### config.mk
export PLATFORM = sky130hd
export DESIGN_NAME = handshake_seq_ctrl
export DESIGN_NICKNAME = d
export VERILOG_FILES = /design/src/rtl/handshake_seq_ctrl.sv
export SDC_FILE = /design/constraint.sdc
export NUM_CORES = 1
export LEC_CHECK = 0
export ABC_AREA = 1
export CELL_PAD_IN_SITES_DETAIL_PLACEMENT = 1
export CELL_PAD_IN_SITES_GLOBAL_PLACEMENT = 2
export CORE_MARGIN = 2
export CORE_UTILIZATION = 26
export DETAILED_ROUTE_END_ITERATION = 8
export PLACE_DENSITY_LB_ADDON = 0.1
export SLEW_MARGIN = 20
export SYNTH_ARGS = -nofsm -noshare
export SYNTH_HDL_FRONTEND = slang
export SYNTH_SLANG_ARGS = --single-unit
### constraint.sdc
create_clock -name clk -period 1.9 [get_ports clk]
set_clock_uncertainty 0.15 [all_clocks]
set_input_delay 0.38 -clock clk [delete_from_list [all_inputs] [get_ports clk]]
set_output_delay 0.38 -clock clk [all_outputs]
set_load 0.005 [all_outputs]
### src/rtl/handshake_seq_ctrl.sv
// Request/ack/done handshake sequencer with ack and done timeouts, result pulses and counters.
// All outputs registered: req one cycle after start, pass/fail in the REPORT cycle; no backpressure.
module handshake_seq_ctrl #(
    parameter int ACK_MAX  = 5,
    parameter int DONE_MAX = 10
) (
    input  logic       clk,
    input  logic       rst,
    input  logic       start,
    input  logic       ack,
    input  logic       done,
    input  logic [7:0] data_in,
    output logic       req,
    output logic       busy,
    output logic       pass,
    output logic       fail,
    output logic [1:0] err_code,
    output logic [7:0] data_out,
    output logic [7:0] pass_cnt,
    output logic [7:0] fail_cnt
);

    localparam logic [2:0] S_IDLE      = 3'd0;
    localparam logic [2:0] S_REQ       = 3'd1;
    localparam logic [2:0] S_WAIT_ACK  = 3'd2;
    localparam logic [2:0] S_WAIT_DONE = 3'd3;
    localparam logic [2:0] S_REPORT    = 3'd4;

    localparam logic [3:0] ACK_LIM  = 4'(ACK_MAX);
    localparam logic [3:0] DONE_LIM = 4'(DONE_MAX);

    logic [2:0] r_state;
    logic [3:0] r_cnt;
    logic       r_req;
    logic       r_busy;
    logic       r_pass;
    logic       r_fail;
    logic [1:0] r_err;
    logic [7:0] r_dout;
    logic [7:0] r_pass_cnt;
    logic [7:0] r_fail_cnt;

    logic [3:0] w_cnt_inc;
    logic [1:0] w_fail_code;

    assign w_cnt_inc = r_cnt + 4'd1;

    // Nonzero code means this cycle ends the transaction as a failure.
    always_comb begin
        w_fail_code = 2'd0;
        case (r_state)
            S_REQ: begin
                if (ack || done) w_fail_code = 2'd1;
            end
            S_WAIT_ACK: begin
                if (!ack && done)                  w_fail_code = 2'd1;
                else if (!ack && r_cnt == ACK_LIM) w_fail_code = 2'd2;
            end
            S_WAIT_DONE: begin
                if (!done && r_cnt == DONE_LIM) w_fail_code = 2'd3;
            end
            default: w_fail_code = 2'd0;
        endcase
    end

    always_ff @(posedge clk) begin
        if (rst) begin
            r_state    <= S_IDLE;
            r_cnt      <= 4'd0;
            r_req      <= 1'b0;
            r_busy     <= 1'b0;
            r_pass     <= 1'b0;
            r_fail     <= 1'b0;
            r_err      <= 2'd0;
            r_dout     <= 8'd0;
            r_pass_cnt <= 8'd0;
            r_fail_cnt <= 8'd0;
        end else begin
            r_req  <= 1'b0;
            r_pass <= 1'b0;
            r_fail <= 1'b0;
            if (w_fail_code != 2'd0) begin
                r_err      <= w_fail_code;
                r_fail     <= 1'b1;
                r_fail_cnt <= r_fail_cnt + 8'd1;
                r_state    <= S_REPORT;
            end else begin
                case (r_state)
                    S_IDLE: begin
                        if (start) begin
                            r_state <= S_REQ;
                            r_req   <= 1'b1;
                            r_busy  <= 1'b1;
                            r_err   <= 2'd0;
                            r_cnt   <= 4'd0;
                        end
                    end
                    S_REQ: begin
                        r_cnt   <= 4'd1;
                        r_state <= S_WAIT_ACK;
                    end
                    S_WAIT_ACK: begin
                        if (ack) begin
                            r_dout  <= data_in;
                            r_cnt   <= 4'd1;
                            r_state <= S_WAIT_DONE;
                        end else begin
                            r_cnt <= w_cnt_inc;
                        end
                    end
                    S_WAIT_DONE: begin
                        if (done) begin
                            r_pass     <= 1'b1;
                            r_pass_cnt <= r_pass_cnt + 8'd1;
                            r_state    <= S_REPORT;
                        end else begin
                            r_cnt <= w_cnt_inc;
                        end
                    end
                    S_REPORT: begin
                        r_busy  <= 1'b0;
                        r_state <= S_IDLE;
                    end
                    default: begin
                        r_busy  <= 1'b0;
                        r_state <= S_IDLE;
                    end
                endcase
            end
        end
    end

    assign req      = r_req;
    assign busy     = r_busy;
    assign pass     = r_pass;
    assign fail     = r_fail;
    assign err_code = r_err;
    assign data_out = r_dout;
    assign pass_cnt = r_pass_cnt;
    assign fail_cnt = r_fail_cnt;

endmodule

==> results.yml, run 1 <==
critical_path:
  critical_path.top_delay_family: "buffers and inverters"
  setup.worst_path.end: "pass_cnt[5]"
  worstRegToRegCells: 10
  cp-startpoint: "pass_cnt[5]"
  crit_cells: 1
  end_kind: "output pin"
  cp_slowest_cell: "clkdlybuf4s50_1"
  path_buf_inv: 1
  rr_startpoint: "r_cnt[0]"
  cp_slowest_stage_delay_ns: 0.54
  crit_chain: "clkdlybuf4s50_1"
  startpoint_type: "register"
  timing.rr.end: "err_code[1]"
  path_class: "register to output pin"
  reg2reg_slack_ns: 0.19
  crit_arrival_ns: 1.27
  worst-path-max-fanout: 6
  cp.required_ns: 1.37
global_routing:
  grt_pass1_wl_um: 7890
  grt_max_degree: 13
  grt_antenna_before_repair: 0
  overflow: 0
  grtUsageTotal_pct: 13.8
  grt_pass1_vias: 1693
floorplanning:
  die_area_um2: 7130
  die_h_um: 84.4
  boundaryPins: 43
  die_w_um: 84.4
  coreArea_um2: 6310
  std_cell_rows: 29
  start_util_pct: 26.6
route:
  drt-initial-drc-count: 54
  routed_wl_um: 4580
  dr.pass1.iters: 4
  routed_via_density: 4.51
  vias: 1668
  avgRoutedWirePerCell_um: 12.4
  antenna_left: 0
  drc: 0
finish:
  multi_input_area_um2: 843
  seqCellArea_um2: 742
  n_fill_cell: 793
  insertedDiodeCount: 0
  finalInstanceArea_um2: 2460
  syn2layout_area_growth_pct: 46.3
  drive_gt1_share_pct: 15.7
  final_core_util_pct: 39.0
  final_nets: 310
min_path:
  hold_class: "register to register"
  min-delay-start: "busy"
flow_run:
  cap_violations: 0
timing:
  setup_violations: 0
  slew_viol_final: 0
  finalHoldViolCount: 0
  fmax_mhz: 556
  max_slew_margin_pct: 74.2
  whs_ns: 0.316
  worst_slew_pin_slew_ns: 0.384
  fin_crit_sh_pct: 94.7
  setup_tns_ns: 0
  rsz0062_at_grt: "false"
  min_period_ns: 1.80
cts:
  numCtsBuffers: 5
  clock_sinks: 37
  clk_latency_ns: 0.29
  cts_tree: "done"
  cts_hold_buf: 0
  cts.root.buffer_cell: "clkbuf_8"
  htreeDepth: 2
  cts.path.max_buffers: 2
  clkTransAtPathRegs_ns: 0.07
logic_synthesis:
  ys_warn_count: 0
  synth_fp_nets: 245
  synthDistinctLibCells: 27
  synth-main-ff-cell: "dfxtp_1"
  synthCells: 227
  syn_area_um2: 1680
  yosysSeqAreaShare_pct: 44.0
  yosys.area.top_type: "dfxtp_1"
  synth_top_area_share_pct: 44.0
  ys_async_sr_fraction_pct: 0
  avgSynthCellArea_um2: 7.41
  synth_edf_count: 0
  synth_area_leaders: "dfxtp_1 (44%), nor2_1 (9.6%), nand2_1 (8.3%), nand3_1 (5.1%), a21oi_1 (4.8%)"
  synth.most_common_cell: "nor2_1"
  synth_commonest_cells: "nor2_1 (43), dfxtp_1 (37), nand2_1 (37)"
  ys_ff_latch: 37
placement:
  gp_congestion: 0.746
  portBuffers: 42
  hpwlAfterDp_um: 3460
  dpl-instance-area_um2: 2320
pwr:
  power.total_mw: 2.49
  p_leak_nw: 0.999
  p_int_mw: 1.69
  switching_power_uw: 799
  p_comb_share_pct: 32.6
  powerDensity_nw_per_um2: 1010
  ir_drop_mv: 0.359
  clockPowerShare_pct: 28.4
  swShare_pct: 32.1
  p_seq_share_pct: 38.9
run_status:
  outcome: "finished, final reports clean"
## cells by family after synthesis
kind of cell | count (synthesis) | synth area share, %
compound gates | 34 | 10.9
simple gates | 119 | 31.9
xor+xnor | 6 | 3.12
flops | 37 | 44.0
fa+ha+maj | 5 | 3.72
buf+inv | 26 | 6.32
## cell usage in the layout, fill, tap and decap left out, drive strengths merged
cell type | netlist | layout
nand4 | 5 | 5
nor3b | 1 | 1
inv | 21 | 21
clkbuf | 3 | 7
buf | 2 | 20
o21a | 2 | 2
o31ai | 1 | 1
clkdlybuf4s50 | 0 | 42
bufinv | 0 | 1
a31oi | 2 | 2
a211oi | 1 | 1
nor3 | 9 | 9
nand2 | 40 | 40
nor2 | 46 | 47
ha | 5 | 5
dfxtp | 37 | 37
xnor2 | 2 | 2
xor2 | 4 | 4
a21oi | 16 | 16
o21ai | 12 | 12
nand3 | 18 | 18
## flip-flops by register name, indices dropped and copies added (netlist names)
name,count
fail,1
err_code,2
r_cnt,4
fail_cnt,8
data_out,8
req,1
busy,1
pass_cnt,8
pass,1
r_state,3
## through the flow
stage / instances / worst slack (ns)
6_report: 370 / 0.102
5_1_grt: 370 / 0.000959
4_1_cts: 367 / 0.0689
3_5_place_dp: 359 / -0.213
3_3_place_gp: 359 / -0.163
2_1_floorplan: 227 / 0.299
## metal layers
| layer | track usage (%) | part of all wire, % | vias up | wire length, um |
|---|---|---|---|---|
| li1 | - | - | 869 | - |
| met1 | 17.8 | 49 | 757 | 2250 |
| met2 | 21.2 | 43 | 34 | 1980 |
| met3 | 4.62 | 5.7 | 8 | 260 |
| met4 | 5.63 | 1.8 | 0 | 83 |
| met5 | 0 | 0 | - | 0 |
## worst min path at each step
stage	to	slack [ns]	cells past startpoint
final	busy	0.32	2
after global routing	busy	0.35	2
after CTS	busy	0.32	2
after detailed placement	busy	0.31	2
after global placement	busy	0.30	2
after floorplan	busy	0.31	2
## layout make-up
type                    count  share of cell area [%]
well taps                  77                    3.92
inverters                  21                    3.20
flip-flops and latches     37                    30.2
clock buffers               7                    3.51
multi-input cells         165                    34.3
clock inverters             1                    1.22
repair buffers             62                    23.7
## timing repair
action / in CTS / in global routing
resized for setup: 0 / 2
setup endpoints to repair: 0 / 11
setup buffers: 0 / 2
## power groups by stage
stage	clock, mW	sequential [mW]	combinational (mW)
5_1_grt	0.768	0.989	0.919
3_3_place_gp	0	0.987	0.782
6_report	0.707	0.968	0.811
2_1_floorplan	0	0.978	0.452
3_5_place_dp	0	0.988	0.783
4_1_cts	0.734	0.970	0.788
Note: power is estimated with default switching activity, not from simulation.
==> inputs of run 2 (changes only) <==
--- a/config.mk
+++ b/config.mk
@@ -8,7 +8,6 @@
 export ABC_AREA = 1
 export CELL_PAD_IN_SITES_DETAIL_PLACEMENT = 1
 export CELL_PAD_IN_SITES_GLOBAL_PLACEMENT = 2
-export CORE_MARGIN = 2
 export CORE_UTILIZATION = 26
 export DETAILED_ROUTE_END_ITERATION = 8
 export PLACE_DENSITY_LB_ADDON = 0.1
==> run 2 against run 1 <==
Net effect:
- setup slack lost 0.0061 ns
- clock power grew 15%
- via count grew 0.84%
- critical path depth is the same
- global-route usage grew 0.58 points
- total power grew 3.1%
==> results.yml, run 2 (synthesis gave the netlist of run 1 again) <==
timing:
  worst_slack_ns: 0.0955
  setup_tns_ns: 0
  max_slew_margin_pct: 75.4
  min_period_ns: 1.80
  fin_crit_sh_pct: 95.0
  fmax_mhz: 554
  rsz0062_at_grt: "true"
  slew_viol_final: 0
  worst_slew_pin_slew_ns: 0.367
  setup_violations: 0
  finalHoldViolCount: 0
floorplanning:
  boundaryPins: 43
  die_w_um: 82.4
  coreArea_um2: 6100
  start_util_pct: 27.6
  die_area_um2: 6790
  die_h_um: 82.4
  std_cell_rows: 28
pwr:
  powerDensity_nw_per_um2: 1040
  p_leak_nw: 1.01
  ir_drop_mv: 0.682
critical_path:
  critical_path.top_delay_family: "buffers and inverters"
  startpoint_type: "register"
  path_class: "register to output pin"
  crit_arrival_ns: 1.27
  crit_chain: "clkdlybuf4s50_1"
  cp_slowest_cell: "clkdlybuf4s50_1"
  path_buf_inv: 1
  cp.required_ns: 1.37
  cp_slowest_stage_delay_ns: 0.54
  worst-path-max-fanout: 7
  end_kind: "output pin"
cts:
  clkTransAtPathRegs_ns: 0.08
  clock_sinks: 37
  cts.path.max_buffers: 2
  cts_tree: "done"
  cts.root.buffer_cell: "clkbuf_8"
  cts_hold_buf: 0
  post-cts-setup-buffer-count: 0
  htreeDepth: 2
  clk_latency_ns: 0.28
  numCtsBuffers: 5
  post_cts_resized: 0
finish:
  final_nets: 310
  insertedDiodeCount: 0
  syn2layout_area_growth_pct: 46.3
  drive_gt1_share_pct: 15.4
  final_cell_mix: "nor2_1 (43), clkdlybuf4s50_1 (42), nand2_1 (37), dfxtp_1 (37), buf_4 (21)"
  finalInstanceArea_um2: 2460
  mostFrequentLayoutCell: "nor2_1"
  n_fill_cell: 763
global_routing:
  grt_pass1_vias: 1601
  grtUsageTotal_pct: 14.4
  grt_util_met2_pct: 23.7
  grt_max_degree: 19
  met3_usage_pct: 3.52
  grt_pass1_wl_um: 7410
  busiest_layer: "met2"
  use_met1_pct: 18.6
  overflow: 0
  grt_antenna_before_repair: 0
run_status:
  outcome: "finished, final reports clean"
placement:
  gp_congestion: 0.751
  hpwlAfterDp_um: 3390
  portBuffers: 42
  dpl-instance-area_um2: 2330
  pre_cts_ws_ns: -0.163
route:
  routed_via_density: 4.57
  antenna_left: 0
  routed_wl_um: 4420
  drc: 0
  avgRoutedWirePerCell_um: 12.0
  drt-initial-drc-count: 40
  dr.pass1.iters: 4
  vias: 1682
flow_run:
  cap_violations: 0
min_path:
  hold_class: "register to register"
==> run 2: final cells by class <==
class	count	area (um^2)	share of cell area, %
well taps	75	93.8	3.81
clock inverters	3	65.1	2.64
clock buffers	5	68.8	2.80
multi-input cells	164	835	33.9
repair buffers	63	578	23.5
flip-flops and latches	37	741	30.1
inverters	21	78.8	3.20
==> run 2: power breakdown <==
| group | internal [mW] | total, mW | leakage [nW] | switching [mW] |
|---|---|---|---|---|
| combinational | 0.367 | 0.778 | 0.640 | 0.411 |
| sequential | 0.879 | 0.970 | 0.300 | 0.0900 |
| clock | 0.522 | 0.816 | 0.0681 | 0.294 |
==> run 2: path summary, 6_finish.rpt <==
check	end	slack [ns]	cells past startpoint	startpoint
worst min-delay path	busy	0.33	2	busy
worst min register to register	busy	0.33	2	busy
worst max-delay path	fail_cnt[3]	0.1	1	fail_cnt[3]
worst max register to register	r_cnt[1]	0.17	8	r_state[2]
==> run 2: layer usage <==
layer / share of wire (%) / up-vias
met4: 0.86 / 0
met3: 3.5 / 5
met5: 0 / -
li1: - / 870
met1: 49 / 778
met2: 47 / 29
==> run 2: metrics by stage <==
step | total power, mW | utilization (%) | std cells | hold slack, ns
2_1_floorplan | 1.43 | - | 227 | 0.305
3_3_place_gp | 1.78 | 38.2 | 360 | 0.303
3_5_place_dp | 1.78 | 38.2 | 360 | 0.310
4_1_cts | 2.61 | 40.4 | 368 | 0.322
5_1_grt | 2.77 | 40.4 | 368 | 0.370
6_report | 2.56 | 40.4 | 368 | 0.327
==> inputs of run 3 (changes only) <==
--- a/config.mk
+++ b/config.mk
@@ -5,10 +5,9 @@
 export SDC_FILE = /design/constraint.sdc
 export NUM_CORES = 1
 export LEC_CHECK = 0
-export ABC_AREA = 1
 export CELL_PAD_IN_SITES_DETAIL_PLACEMENT = 1
 export CELL_PAD_IN_SITES_GLOBAL_PLACEMENT = 2
-export CORE_UTILIZATION = 26
+export CORE_UTILIZATION = 28
 export DETAILED_ROUTE_END_ITERATION = 8
 export PLACE_DENSITY_LB_ADDON = 0.1
 export SLEW_MARGIN = 20
==> run 3 against run 2 <==
Net effect:
- the flow now finishes with violations (negative setup slack)
- die area down 7.8%
- maximum frequency down 6.8%
- synthesized cell count down 19%
- clock power down 14%
- core utilization up 7.5 points
- wire length up 14%
- critical path type is now register to register
==> results.yml, run 3 <==
run_status:
  outcome: "complete, but fails checks"
  violations: "negative setup slack"
logic_synthesis:
  synth_fp_nets: 202
  synth_edf_count: 0
  avgSynthCellArea_um2: 9.06
  synth_area_leaders: "dfxtp_1 (44%), nor2_1 (6.1%), mux2i_1 (6.0%), ha_1 (3.8%), xor2_1 (3.2%)"
  synthCells: 184
  synthDistinctLibCells: 41
  yosysSeqAreaShare_pct: 44.4
  ys_ff_latch: 37
  synth-main-ff-cell: "dfxtp_1"
  yosys.area.top_type: "dfxtp_1"
  synth_commonest_cells: "dfxtp_1 (37), nor2_1 (27), nand2_1 (12)"
  ys_warn_count: 0
  synth.most_common_cell: "dfxtp_1"
  ys_async_sr_fraction_pct: 0
  synth_top_area_share_pct: 44.4
  syn_area_um2: 1670
finish:
  final_nets: 281
  insertedDiodeCount: 0
  final_cell_mix: "clkdlybuf4s50_1 (40), buf_4 (37), dfxtp_1 (33)"
  syn2layout_area_growth_pct: 61.1
  finalInstanceArea_um2: 2690
  drive_gt1_share_pct: 28.0
  mostFrequentLayoutCell: "clkdlybuf4s50_1"
timing:
  setup_violations: 3
  max_slew_margin_pct: 75.8
  slew_viol_final: 0
  fmax_mhz: 517
  rsz0062_at_grt: "true"
  worst_slack_ns: -0.0359
  worst_slew_pin_slew_ns: 0.363
  finalHoldViolCount: 0
  fin_crit_sh_pct: 102
  min_period_ns: 1.94
floorplanning:
  die_w_um: 79.2
  boundaryPins: 43
  std_cell_rows: 27
  die_h_um: 79.2
  coreArea_um2: 5610
  die_area_um2: 6260
  start_util_pct: 29.7
route:
  drt-initial-drc-count: 40
  antenna_left: 0
  drc: 0
  avgRoutedWirePerCell_um: 15.0
  dr.pass1.iters: 4
  vias: 1653
  routed_wl_um: 5040
  routed_via_density: 4.92
critical_path:
  startpoint_type: "register"
  critical_path.top_delay_family: "simple AND/OR/NAND/NOR gates"
  cp_slowest_stage_delay_ns: 0.49
  path_class: "register to register"
  crit_arrival_ns: 2.02
  end_kind: "register"
  cp_slowest_cell: "or4_4"
  worst-path-max-fanout: 6
  crit_chain: "or2_4 -> nor4_4 -> buf_4 -> nor3_4 -> or4_4 -> a21oi_2"
  path_buf_inv: 1
  cp.required_ns: 1.98
pwr:
  switching_power_uw: 695
  power.total_mw: 2.34
  ir_drop_mv: 0.324
  swShare_pct: 29.7
  p_comb_share_pct: 31.4
  p_leak_nw: 1.01
  powerDensity_nw_per_um2: 871
  p_int_mw: 1.64
  p_seq_share_pct: 38.4
  clockPowerShare_pct: 30.2
cts:
  cts_tree: "done"
  clkTransAtPathRegs_ns: 0.08
  cts.path.max_buffers: 2
  htreeDepth: 2
  cts.root.buffer_cell: "clkbuf_8"
  clk_latency_ns: 0.29
  numCtsBuffers: 5
  clock_sinks: 37
placement:
  portBuffers: 42
  dpl-instance-area_um2: 2360
  hpwlAfterDp_um: 3470
  gp_congestion: 0.809
global_routing:
  grt_pass1_vias: 1808
  grt_max_degree: 34
  grtUsageTotal_pct: 17.2
  overflow: 0
  grt_antenna_before_repair: 0
  grt_pass1_wl_um: 8420
flow_run:
  cap_violations: 0
min_path:
  hold_class: "register to register"
-- run 3: cell count changes after synthesis, sizes merged, moves of 4 or more --
cell	before	now
a21oi	16	9
inv	21	4
mux2i	0	10
nand2	40	12
nand3	18	6
nor2	46	27
nor3	9	5
or4	0	5
-- run 3: cells by family (layout without fill, tap and decap cells) --
logic type | Yosys count | after routing | share of synthesized area, %
AOI/OAI and AO/OA | 32 | 32 | 12.7
xor gates and xnor gates | 9 | 9 | 4.73
adders and majority gates | 5 | 5 | 3.75
buffers and inverters | 13 | 93 | 3.23
DFF | 37 | 37 | 44.4
muxes | 11 | 11 | 6.68
and+or+nand+nor | 77 | 77 | 24.5
-- run 3: worst min-delay path, stage by stage (launching register included) --
cell and delay, ns:
dfxtp_1 0.31, o21ai_0 0.07, a21oi_1 0.06
-- run 3: layer usage --
metal	part of all wire (%)	up-vias	GRT usage [%]
met5	0	-	0
met2	50	39	30.5
li1	-	806	-
met4	1.3	0	6.36
met1	44	800	19.3
met3	4.6	8	5.06
-- run 3: layout make-up --
cell class,instances,area (um^2)
fillers,652,2920
multi-input cells,134,995
flip-flops and latches,37,751
repair buffers,81,719
well taps,72,90.1
clock buffers,5,68.8
clock inverters,3,46.3
inverters,4,15.0
-- run 3: power groups by stage --
stage	Sequential [mW]	Combinational [mW]	Clock [mW]
finish	0.898	0.735	0.705
global route	0.909	0.790	0.767
CTS	0.895	0.679	0.731
detailed placement	0.903	0.619	0
global placement	0.899	0.600	0
floorplan	0.898	0.304	0
-- run 3: metrics by stage --
| step | util [%] | hold WS [ns] | TNS (ns) | setup WS (ns) | instances |
|---|---|---|---|---|---|
| floorplan | - | 0.294 | -0.00968 | -0.00968 | 184 |
| global placement | 42.1 | 0.303 | -10.35 | -0.527 | 317 |
| detailed placement | 42.1 | 0.321 | -12.31 | -0.610 | 317 |
| CTS | 46.6 | 0.333 | -0.233 | -0.0931 | 333 |
| global route | 47.9 | 0.357 | -0.606 | -0.128 | 336 |
| finish | 47.9 | 0.335 | -0.0925 | -0.0359 | 336 |
-- run 3: worst paths after layout --
path / depth (start not counted) / startpoint / slack, ns / end
setup / recovery: 6 / r_state[0] / -0.04 / fail_cnt[7]
hold / removal: 2 / err_code[1] / 0.33 / err_code[1]
setup reg to reg: 6 / r_state[0] / -0.04 / fail_cnt[7]
hold reg to reg: 2 / err_code[1] / 0.33 / err_code[1]
-- run 3: repair_timing --
item,in CTS,in global routing
endpoints found under the setup margin,25,14
setup buffers,8,4
pin swaps,12,6
resized for setup,21,15
cloned,0,0
hold buffers,0,0
